$ cat config.mk
export PLATFORM = sky130hd
export DESIGN_NAME = sdram_avalon_master
export DESIGN_NICKNAME = d
export VERILOG_FILES = /design/src/rtl/sdram_if_pkg.sv /design/src/rtl/sdram_cmd_fifo.sv /design/src/rtl/sdram_avalon_master.sv
export SDC_FILE = /design/constraint.sdc
export NUM_CORES = 1
export LEC_CHECK = 0
export BUFFER_PORTS_ARGS = -buffer_cell sky130_fd_sc_hd__buf_2
export CORE_MARGIN = 2
export CORE_UTILIZATION = 51
export DETAILED_ROUTE_END_ITERATION = 8
export GPL_TIMING_DRIVEN = 1
export PLACE_DENSITY = 0.85
export SYNTH_ARGS = -nofsm -noshare
export SYNTH_HDL_FRONTEND = slang
export SYNTH_HIERARCHICAL = 1
export SYNTH_SLANG_ARGS = --single-unit
$ cat constraint.sdc
create_clock -name clk -period 3.3 [get_ports clk]
set_input_delay 0.165 -clock clk [delete_from_list [all_inputs] [get_ports clk]]
set_output_delay 0.165 -clock clk [all_outputs]
set_load 0.01 [all_outputs]
$ cat src/rtl/sdram_if_pkg.sv
// Shared types for the SDRAM Avalon master: FSM states, queued command format,
// error flag bit positions and the word-to-byte address helper.
package sdram_if_pkg;

  typedef enum logic [1:0] {
    IDLE,
    ISSUE,
    WAIT_DATA
  } state_t;

  typedef struct packed {
    logic        is_write;
    logic [25:0] addr;
    logic [31:0] data;
  } cmd_t;

  localparam int ERR_OVF   = 0;
  localparam int ERR_PROTO = 1;

  // Byte address wraps modulo 2^32 so a high base can roll over zero.
  function automatic logic [31:0] word_to_byte_addr(input logic [31:0] base,
                                                    input logic [25:0] word_addr);
    return base + {4'b0000, word_addr, 2'b00};
  endfunction

endpackage

$ cat src/rtl/sdram_cmd_fifo.sv
// In-order command queue between customLogicTLD requests and the Avalon issue FSM.
// Pointers carry an extra MSB so full and empty are distinguishable without a counter.
module sdram_cmd_fifo
  import sdram_if_pkg::*;
#(
  parameter int DEPTH = 4
) (
  input  logic clk,
  input  logic rst,
  input  logic push,
  input  logic pop,
  input  cmd_t din,
  output cmd_t dout,
  output logic full,
  output logic empty
);

  localparam int AW = $clog2(DEPTH);

  cmd_t          mem [DEPTH];
  logic [AW:0]   wr_ptr;
  logic [AW:0]   rd_ptr;
  logic          do_push;
  logic          do_pop;

  // A full queue still accepts a push when the head leaves in the same cycle.
  assign do_pop  = pop && !empty;
  assign do_push = push && (!full || do_pop);

  assign empty = (wr_ptr == rd_ptr);
  assign full  = (wr_ptr[AW] != rd_ptr[AW]) && (wr_ptr[AW-1:0] == rd_ptr[AW-1:0]);
  assign dout  = mem[rd_ptr[AW-1:0]];

  always_ff @(posedge clk or posedge rst) begin
    if (rst) begin
      wr_ptr <= '0;
      rd_ptr <= '0;
    end else begin
      if (do_push) wr_ptr <= wr_ptr + {{AW{1'b0}}, 1'b1};
      if (do_pop)  rd_ptr <= rd_ptr + {{AW{1'b0}}, 1'b1};
    end
  end

  always_ff @(posedge clk) begin
    if (do_push) mem[wr_ptr[AW-1:0]] <= din;
  end

endmodule

$ cat src/rtl/sdram_avalon_master.sv
// Avalon-MM master that turns customLogicTLD read/write pulses into one-at-a-time
// SDRAM transactions, returning read data with a single-cycle valid pulse.
module sdram_avalon_master
  import sdram_if_pkg::*;
#(
  parameter logic [31:0] BASE_ADDR = 32'h0000_0000,
  parameter int          CMD_DEPTH = 4
) (
  input  logic        clk,
  input  logic        rst,
  input  logic        sdram_read_en,
  input  logic        sdram_write_en,
  input  logic [25:0] address_sdram,
  input  logic [31:0] writeData_sdram,
  output logic [31:0] data_sdram,
  output logic        sdram_datareadvalid,
  output logic        busy,
  output logic [1:0]  err_flags,
  input  logic        err_clr,
  output logic [31:0] avm_address,
  output logic        avm_read,
  output logic        avm_write,
  output logic [31:0] avm_writedata,
  output logic [3:0]  avm_byteenable,
  input  logic        avm_waitrequest,
  input  logic [31:0] avm_readdata,
  input  logic        avm_readdatavalid
);

  state_t     state, state_next;
  cmd_t       fifo_din, fifo_dout;
  logic       fifo_push, fifo_pop, fifo_full, fifo_empty;
  logic       cmd_is_write;
  logic       issue_cmd, cmd_done, capture;
  logic       both_en, ovf_err, stray_err;
  logic [1:0] err_next;

  // Simultaneous enables keep the read; the write is dropped and flagged.
  assign both_en   = sdram_read_en && sdram_write_en;
  assign fifo_push = sdram_read_en || sdram_write_en;
  assign fifo_din  = {sdram_write_en & ~sdram_read_en, address_sdram, writeData_sdram};

  sdram_cmd_fifo #(.DEPTH(CMD_DEPTH)) u_cmd_fifo (
    .clk   (clk),
    .rst   (rst),
    .push  (fifo_push),
    .pop   (fifo_pop),
    .din   (fifo_din),
    .dout  (fifo_dout),
    .full  (fifo_full),
    .empty (fifo_empty)
  );

  always_comb begin
    state_next = state;
    fifo_pop   = 1'b0;
    issue_cmd  = 1'b0;
    cmd_done   = 1'b0;
    capture    = 1'b0;
    case (state)
      IDLE: begin
        if (!fifo_empty) begin
          fifo_pop   = 1'b1;
          issue_cmd  = 1'b1;
          state_next = ISSUE;
        end
      end
      ISSUE: begin
        if (!avm_waitrequest) begin
          cmd_done   = 1'b1;
          state_next = cmd_is_write ? IDLE : WAIT_DATA;
        end
      end
      WAIT_DATA: begin
        if (avm_readdatavalid) begin
          capture    = 1'b1;
          state_next = IDLE;
        end
      end
      default: state_next = IDLE;
    endcase
  end

  assign ovf_err   = fifo_push && fifo_full && !fifo_pop;
  assign stray_err = avm_readdatavalid && (state != WAIT_DATA);

  // A new error in the same cycle as err_clr must survive the clear.
  always_comb begin
    err_next            = err_clr ? 2'b00 : err_flags;
    err_next[ERR_OVF]   = err_next[ERR_OVF] | ovf_err;
    err_next[ERR_PROTO] = err_next[ERR_PROTO] | both_en | stray_err;
  end

  always_ff @(posedge clk or posedge rst) begin
    if (rst) state <= IDLE;
    else     state <= state_next;
  end

  // Command registers load on pop and stay frozen through waitrequest stalls.
  always_ff @(posedge clk or posedge rst) begin
    if (rst) begin
      cmd_is_write   <= 1'b0;
      avm_read       <= 1'b0;
      avm_write      <= 1'b0;
      avm_address    <= '0;
      avm_writedata  <= '0;
      avm_byteenable <= 4'h0;
    end else if (issue_cmd) begin
      cmd_is_write   <= fifo_dout.is_write;
      avm_read       <= !fifo_dout.is_write;
      avm_write      <= fifo_dout.is_write;
      avm_address    <= word_to_byte_addr(BASE_ADDR, fifo_dout.addr);
      avm_writedata  <= fifo_dout.data;
      avm_byteenable <= 4'hF;
    end else if (cmd_done) begin
      avm_read       <= 1'b0;
      avm_write      <= 1'b0;
      avm_byteenable <= 4'h0;
    end
  end

  always_ff @(posedge clk or posedge rst) begin
    if (rst) begin
      data_sdram          <= '0;
      sdram_datareadvalid <= 1'b0;
      busy                <= 1'b0;
      err_flags           <= 2'b00;
    end else begin
      sdram_datareadvalid <= capture;
      if (capture) data_sdram <= avm_readdata;
      busy                <= (state != IDLE) || !fifo_empty;
      err_flags           <= err_next;
    end
  end

endmodule
==> summary.md, run 1 <==
| Metric | Value |
|---|---|
| FP Rows | 58 |
| CP max stage delay | 0.76 ns |
| Element type at the critical path start | flip-flop |
| Post-synth cell types | 38 |
| Deepest clock path buffer count | 3 |
| RSZ-0062 raised after global routing | no |
| Total track usage | 0.198 |
| Slew Viols, Final | 0 |
| Initial Utilization | 0.515 |
| Internal | 11.3 mW |
| Max_slew headroom | 0.359 |
| CTS tree | yes |
| Switch share | 0.300 |
| Clock transition at the registers of the reported paths | 0.06 ns |
| Hold crit path type | input pin to flip-flop |
| Diode count | 0 |
| Grt ovf | 0 |
| Initial DRT Pass Iterations | 4 |
| FF+latch count, synth | 342 |
| Syn avg cell area | 21.9 µm² |
| CP endpoint kind | flip-flop |
| Largest net degree at the start of global routing | 62 |
| Seq pwr share | 0.435 |
| Worst EP required | 3.41 ns |
| Drt drc | 0 |
| First-pass GRT wire length | 39400 µm |
| Layout Utilization | 0.651 |
| Share of cells above drive strength 1 | 0.450 |
| P_leak | 6.23 nW |
| Area Growth Syn to Fin | 26.5% |
| Die Y | 163 µm |
| Die area | 0.0264 mm² |
| Setup TNS Final | 0 ns |
| Setup Buffers After CTS | 0 |
| Root buffer cell | clkbuf_16 |
| Worst Path Max Fanout | 59 |
| # IOs | 203 |
| Comb power frac | 0.326 |
| GP Congestion | 0.714 |
| Antenna-violating nets left | 0 |
| Vias in the first global route | 7030 |
| Mapped Area | 0.0128 mm² |
| Status | finished clean |
| Hold path depth | 3 |
| Final Cycle Share | 0.833 |
| Least-Margin Pin Slew | 0.961 ns |
| PortBufs | 196 |
| Initial antenna violation count | 0 |
| Worst Setup Path Type | flip-flop to flip-flop |
| Core area | 0.0249 mm² |
| Worst-skew pair later-pin latency | 0.50 ns |
| Routed vias | 6657 |
| H-Tree Depth | 2 |
| Worst VDD drop | 0.000568 V |
| R2R cell count | 6 |
| Clock Power Share | 0.239 |
| Commonest non-fill, non-tap cell in the layout | edfxtp_1 |
| HPWL after DPL | 14600 µm |
| # setup viols final | 0 |
| Synth Instances | 585 |
| Hold Fails Final Rpt | 0 |
| Seq/Total Area, Yosys | 0.760 |
| CP arrival | 2.86 ns |
| F_max | 364 MHz |
| NetSw | 4.84 mW |
| CTS sink count | 342 |
| TritonCTS buffer count | 35 |
| Drt via density | 5.32 |
| Final clock skew | 0.0145 ns |
| Commonest non-fill, non-tap cells in the layout | edfxtp_1 (236), buf_2 (196), dfrtp_1 (104) |
| Die Span X | 163 µm |
| Fin nets | 998 |
| Max-Cap Viols | 0 |
| Critical path, cell by cell | xor2_2 > nor3_1 > buf_4 > nor3_4 > or4_4 > and3_4 |
| DR iter-0 viols | 406 |
| Final wirelength | 25700 µm |
| Crit path max-delay cell type | and3_4 |
| Clock period minus worst slack | 2.75 ns |
| Synth Warn # | 6 |
| Power per cell area | 996 mW/mm² |
| Wire per inst | 20.5 µm |
[cell families (layout without fill, tap and decap cells)]
group,Yosys count,in the layout,share of synthesized area
flip-flops,342,342,0.760
AND/OR/NAND/NOR,22,22,0.0115
multiplexers,152,152,0.185
AO/OA/AOI/OAI,14,14,0.00986
adder cells (fa/ha/maj),5,5,0.00488
buffers and inverters,41,373,0.0206
other,1,6,0.000293
XOR/XNOR,8,8,0.00752
[sequential cells by signal, summed over array words and instances, names as in the netlist, 2 cells and up]
| name | cells |
|---|---|
| u_cmd_fifo/mem | 236 |
| avm_writedata | 32 |
| u_cmd_fifo/rd_ptr | 3 |
| u_cmd_fifo/wr_ptr | 3 |
| state | 2 |
| data_sdram | 32 |
| err_flags | 2 |
| avm_address | 26 |
[final timing paths]
check	start	end	slack, ns
hold reg to reg	avm_writedata[26]	avm_writedata[26]	0.48
hold / removal	sdram_read_en	err_flags[0]	0.06
max in group asynchronous	rst	avm_writedata[9]	2.05
min in group asynchronous	rst	u_cmd_fifo/rd_ptr[0]	0.19
setup / recovery	u_cmd_fifo/rd_ptr[0]	u_cmd_fifo/mem[0][40]	0.55
setup reg to reg	u_cmd_fifo/rd_ptr[0]	u_cmd_fifo/mem[0][40]	0.55
[layout make-up]
class	count	area, µm²
inverter	7	28.8
tap	330	413
clock inverter	13	133
multi-input combinational	207	2850
sequential	342	9750
fill	1600	8680
clock buffer	50	1000
timing repair buffer	303	2040
[layer usage]
| metal | track usage | vias to the layer above | wire length [µm] | part of all wire |
|---|---|---|---|---|
| li1 | - | 2927 | - | - |
| met5 | 0 | - | 0 | 0 |
| met2 | 0.335 | 261 | 12900 | 0.50 |
| met1 | 0.260 | 3419 | 10400 | 0.40 |
| met4 | 0.0724 | 0 | 727 | 0.028 |
| met3 | 0.0379 | 50 | 1710 | 0.066 |
[metrics by stage]
stage | setup WS [ns] | area, µm² | std cells | hold WS (ns) | power, mW
final | 0.550 | 16200 | 1252 | 0.0562 | 16.2
after global placement | 0.604 | 14100 | 1092 | 0.141 | 12.1
after global routing | 0.402 | 16200 | 1252 | 0.0797 | 17.0
after floorplan | 0.0529 | 12800 | 590 | -0.0440 | 10.7
after CTS | 0.551 | 16200 | 1252 | 0.0354 | 16.3
after detailed placement | 0.578 | 14100 | 1092 | 0.149 | 12.2
[Yosys cell counts]
cell type  number  area (µm²)
conb_1          1        3.75
a2bb2oi_1       1        8.76
a21oi_1         1        5.00
or4b_2          1        10.0
o31ai_2         1        12.5
and3b_1         2        17.5
buf_2          10        50.1
nand3b_1        1        7.51
a221o_1         3        30.0
o22ai_1         1        6.26
clkbuf_1        6        22.5
ha_1            5        62.6
or2_2           2        12.5
nor2_1          3        11.3
buf_6           8        90.1
o41ai_2         2        32.5
mux4_2         59        1330
a21o_1          1        7.51
or4_4           1        11.3
mux2_1          7        78.8
xor2_2          1        16.3
nand2b_1        1        6.26
nor3_1          2        10.0
o21ai_0         3        15.0
nand2_1         2        7.51
dfrtp_1       106        2650
mux2_2         86         968
xor2_1          1        8.76
edfxtp_1      236        7090
o311ai_1        1        8.76
and2_1          1        6.26
nor3_4          1        16.3
buf_4          10        75.1
and3_1          3        18.8
xor2_4          1        27.5
inv_1           7        26.3
nor2b_1         2        12.5
xnor2_1         5        43.8
[power groups by stage]
stage	combinational (mW)	clock (mW)	sequential [mW]
floorplan	3.49	0	7.17
global placement	5.08	0	6.99
detailed placement	5.17	0	7.07
CTS	5.33	3.97	7.01
global route	5.69	4.14	7.17
finish	5.27	3.87	7.02
[timing repair]
action,in CTS,in global routing
hold buffers,97,0
endpoints found under the hold margin,329,0
gates resized for setup,0,0
[worst max-delay path, delay by kind of cell, from the launching register on]
| kind | cells | cell delay (ns) |
|---|---|---|
| buffers and inverters | 1 | 0.17 |
| xor gates and xnor gates | 1 | 0.37 |
| and+or+nand+nor | 4 | 1.23 |
| DFF | 1 | 0.49 |
Power figures use the tool's default switching activity.
==> inputs of run 2 (changes only) <==
--- a/config.mk
+++ b/config.mk
@@ -5,6 +5,7 @@
 export SDC_FILE = /design/constraint.sdc
 export NUM_CORES = 1
 export LEC_CHECK = 0
+export ABC_AREA = 1
 export BUFFER_PORTS_ARGS = -buffer_cell sky130_fd_sc_hd__buf_2
 export CORE_MARGIN = 2
 export CORE_UTILIZATION = 51
==> constraint.sdc (replaced) <==
create_clock -name clk -period 2.2 [get_ports clk]
set_input_delay 0.11 -clock clk [delete_from_list [all_inputs] [get_ports clk]]
set_output_delay 0.11 -clock clk [all_outputs]
set_load 0.01 [all_outputs]
==> summary.md, run 2 <==
| Metric | Value |
|---|---|
| Status | finished clean |
| Grt ovf | 0 (unchanged) |
| Most used DFF post-synth | edfxtp_1 |
| Diode count | 0 (unchanged) |
| Worst EP required | 2.42 ns (-0.99 ns) |
| Area Growth Syn to Fin | 29.2% |
| Drt via density | 5.37 (+0.98%) |
| Worst-skew pair later-pin latency | 0.51 ns (about the same) |
| Final Cell Area | 0.0169 mm² (+4.0%) |
| Fin nets | 1475 (+48%) |
| Clock transition at the registers of the reported paths | 0.06 ns (about the same) |
| Vias in the first global route | 9455 (+34%) |
| Commonest cells in the netlist | nand2_1 (306), edfxtp_1 (236), nor2_1 (125) |
| Critical path, cell by cell | inv_1 > nand2_1 > nand2_2 > inv_1 > nand3_4 > inv_2 > inv_1 > nand2_2 > inv_2 > inv_4 > nand4_4 > nand2_8 > nor2_4 > buf_12 > clkbuf_16 |
| Async SR Flop Fraction | 0.310 (unchanged) |
| CTS sink count | 342 (unchanged) |
| Final wirelength | 32400 µm (+26%) |
| Initial antenna violation count | 0 (unchanged) |
| Post-synth cell types | 25 (-34%) |
| Initial Utilization | 0.518 (+0.00311) |
| Dominant cell type by area after synthesis | edfxtp_1 |
| Element type at the critical path start | flip-flop |
| Top cells by area, synth | edfxtp_1 (54%), dfrtp_1 (20%), nand2_1 (8.8%), o21ai_0 (3.8%), nor2_1 (3.6%) |
| Hold crit path type | input pin to flip-flop |
| Largest net degree at the start of global routing | 122 (+97%) |
| DR iter-0 viols | 1039 (+160%) |
| Max_slew headroom | 0.503 (+0.144) |
| Total Power | 25.5 mW (+58%) |
| Clock period minus worst slack | 2.16 ns (-0.591 ns) |
| FP Rows | 58 (unchanged) |
| Worst Setup SP | u_cmd_fifo/rd_ptr[2] |
| Die area | 0.0269 mm² (+1.7%) |
| Synth Instances | 1069 (+83%) |
| Top-area cell type share of the netlist area | 0.543 (-0.00965) |
| Delay-heaviest family, CP | buffers and inverters |
| Deepest clock path buffer count | 3 (unchanged) |
| Hold Crit Start | sdram_write_en |
| Seq/Total Area, Yosys | 0.747 (-0.0133) |
| Setup ws final | 0.0408 ns (-0.509 ns) |
| CP arrival | 2.38 ns (-0.48 ns) |
| Commonest non-fill, non-tap cell in the layout | nand2_1 |
| Antenna-violating nets left | 0 (unchanged) |
| Max-Cap Viols | 0 (unchanged) |
| Worst Path Max Fanout | 10 (-83%) |
| Largest register FFs | 236 (unchanged) |
| Final Cycle Share | 0.981 (+0.148) |
| Initial DRT Pass Iterations | 5 (+1) |
| Dpl cell area | 0.0144 mm² (+2.4%) |
| Routed vias | 9278 (+39%) |
| Hold Fails Final Rpt | 0 (unchanged) |
| Commonest non-fill, non-tap cells in the layout | nand2_1 (304), edfxtp_1 (236), buf_2 (196) |
| Core area | 0.0252 mm² (+1.2%) |
| Mapped Area | 0.0130 mm² (+1.8%) |
| Total track usage | 0.231 (+0.0328) |
| Drt drc | 0 (unchanged) |
| Worst VDD drop | 0.00100 V (+77%) |
| # setup viols final | 0 (unchanged) |
| FF+latch count, synth | 342 (unchanged) |
| P_leak | 7.11 nW (+14%) |
| PortBufs | 196 (unchanged) |
| Placement Setup Slack | 0.0153 ns (-0.563 ns) |
| Power per cell area | 1510 mW/mm² (+52%) |
| Register area | 0.00974 mm² (about the same) |
| CP most frequent cell | inv_1 |
| Share of cells above drive strength 1 | 0.220 (-0.231) |
| CTS tree | yes |
| Worst Setup Path Type | flip-flop to flip-flop |
| Buf/Inv on CP | 8 (+7) |
| Synth Warn # | 6 (unchanged) |
| Layout Utilization | 0.669 (+0.0180) |
| # fillers | 1647 (+2.9%) |
| CP endpoint kind | flip-flop |
| Root buffer cell | clkbuf_16 |
| CP max stage delay | 0.42 ns (-0.34 ns) |
| Setup TNS Final | 0 ns (unchanged) |
| EDFF count, synth | 236 (unchanged) |
| Slew Viols, Final | 0 (unchanged) |
| Syn avg cell area | 12.2 µm² (-44%) |
| HPWL after DPL | 17000 µm (+17%) |
| Reg-to-Reg Start | u_cmd_fifo/rd_ptr[2] |
| # IOs | 203 (unchanged) |
| Wire per inst | 18.7 µm (-8.8%) |
| First-pass GRT wire length | 47900 µm (+21%) |
| Top-count cell post-synth | nand2_1 |
| Multi-input logic area | 0.00291 mm² (+2.1%) |
| Die Y | 164 µm (+0.86%) |
| Crit path max-delay cell type | dfrtp_1 |
| F_max | 463 MHz (+27%) |
| GP Congestion | 0.784 (+9.8%) |
| Final clock skew | 0.0284 ns (+0.0139 ns) |
| TritonCTS buffer count | 35 (unchanged) |
| Least-Margin Pin Slew | 0.745 ns (-0.215 ns) |
| H-Tree Depth | 2 (unchanged) |
| Die Span X | 164 µm (+0.86%) |
[run 2: final timing paths]
kind	cells past startpoint	endpoint	slack, ns
worst max-delay path	15	u_cmd_fifo/mem[1][37]	0.04
worst min-delay path	3	u_cmd_fifo/mem[1][58]	0.07
worst max register to register	15	u_cmd_fifo/mem[1][37]	0.04
worst min register to register	2	avm_address[17]	0.47
max in group asynchronous	4	state[1]	1.42
min in group asynchronous	3	u_cmd_fifo/wr_ptr[1]	0.12
[run 2: power breakdown]
| group | internal, mW | switching [mW] |
|---|---|---|
| Clock | 3.66 | 2.38 |
| Sequential | 9.39 | 0.823 |
| Combinational | 3.26 | 6.01 |
| Total | 16.3 | 9.21 |
[run 2: layout make-up]
cell class	count	share of cell area
tap	330	0.0245
sequential	342	0.578
multi-input combinational	643	0.172
clock inverter	19	0.0140
clock buffer	43	0.0561
inverter	23	0.00564
timing repair buffer	328	0.149
[run 2: repair_timing]
item | 4_1_cts | 5_1_grt
gates cloned | 0 | 7
hold endpoints to repair | 379 | 0
setup buffers | 0 | 3
hold buffers | 97 | 0
resized for setup | 1 | 8
pin swaps | 0 | 2
endpoints found under the setup margin | 2 | 224
[run 2: layer usage]
metal | global-route usage | part of all wire
met1 | 0.280 | 0.38
met2 | 0.404 | 0.50
met3 | 0.0465 | 0.089
met4 | 0.0997 | 0.025
met5 | 0 | 0
[run 2: worst reg2reg max path, stage by stage, from the launching register on]
cell	delay (ns)
dfrtp_1	0.42
inv_1	0.08
nand2_1	0.06
nand2_2	0.10
inv_1	0.09
nand3_4	0.12
inv_2	0.05
inv_1	0.07
nand2_2	0.06
inv_2	0.10
inv_4	0.04
nand4_4	0.10
nand2_8	0.10
nor2_4	0.15
buf_12	0.16
clkbuf_16	0.19
[run 2: cell families (layout without fill, tap and decap cells)]
| family | Yosys count | after routing | synth area share |
|---|---|---|---|
| xor gates and xnor gates | 3 | 3 | 0.00345 |
| AOI/OAI and AO/OA | 179 | 179 | 0.0743 |
| buffers and inverters | 89 | 413 | 0.0370 |
| and+or+nand+nor | 450 | 450 | 0.133 |
| DFF | 342 | 342 | 0.747 |
| other | 1 | 6 | 0.000287 |
| adders and majority gates | 5 | 5 | 0.00480 |
[run 2: per-stage QoR]
step                      instances  hold WS (ns)
after floorplan                1074       -0.0991
after global placement         1559        0.0886
after detailed placement       1559        0.0866
after CTS                      1718        0.0493
after global routing           1728        0.0515
final                          1728        0.0720
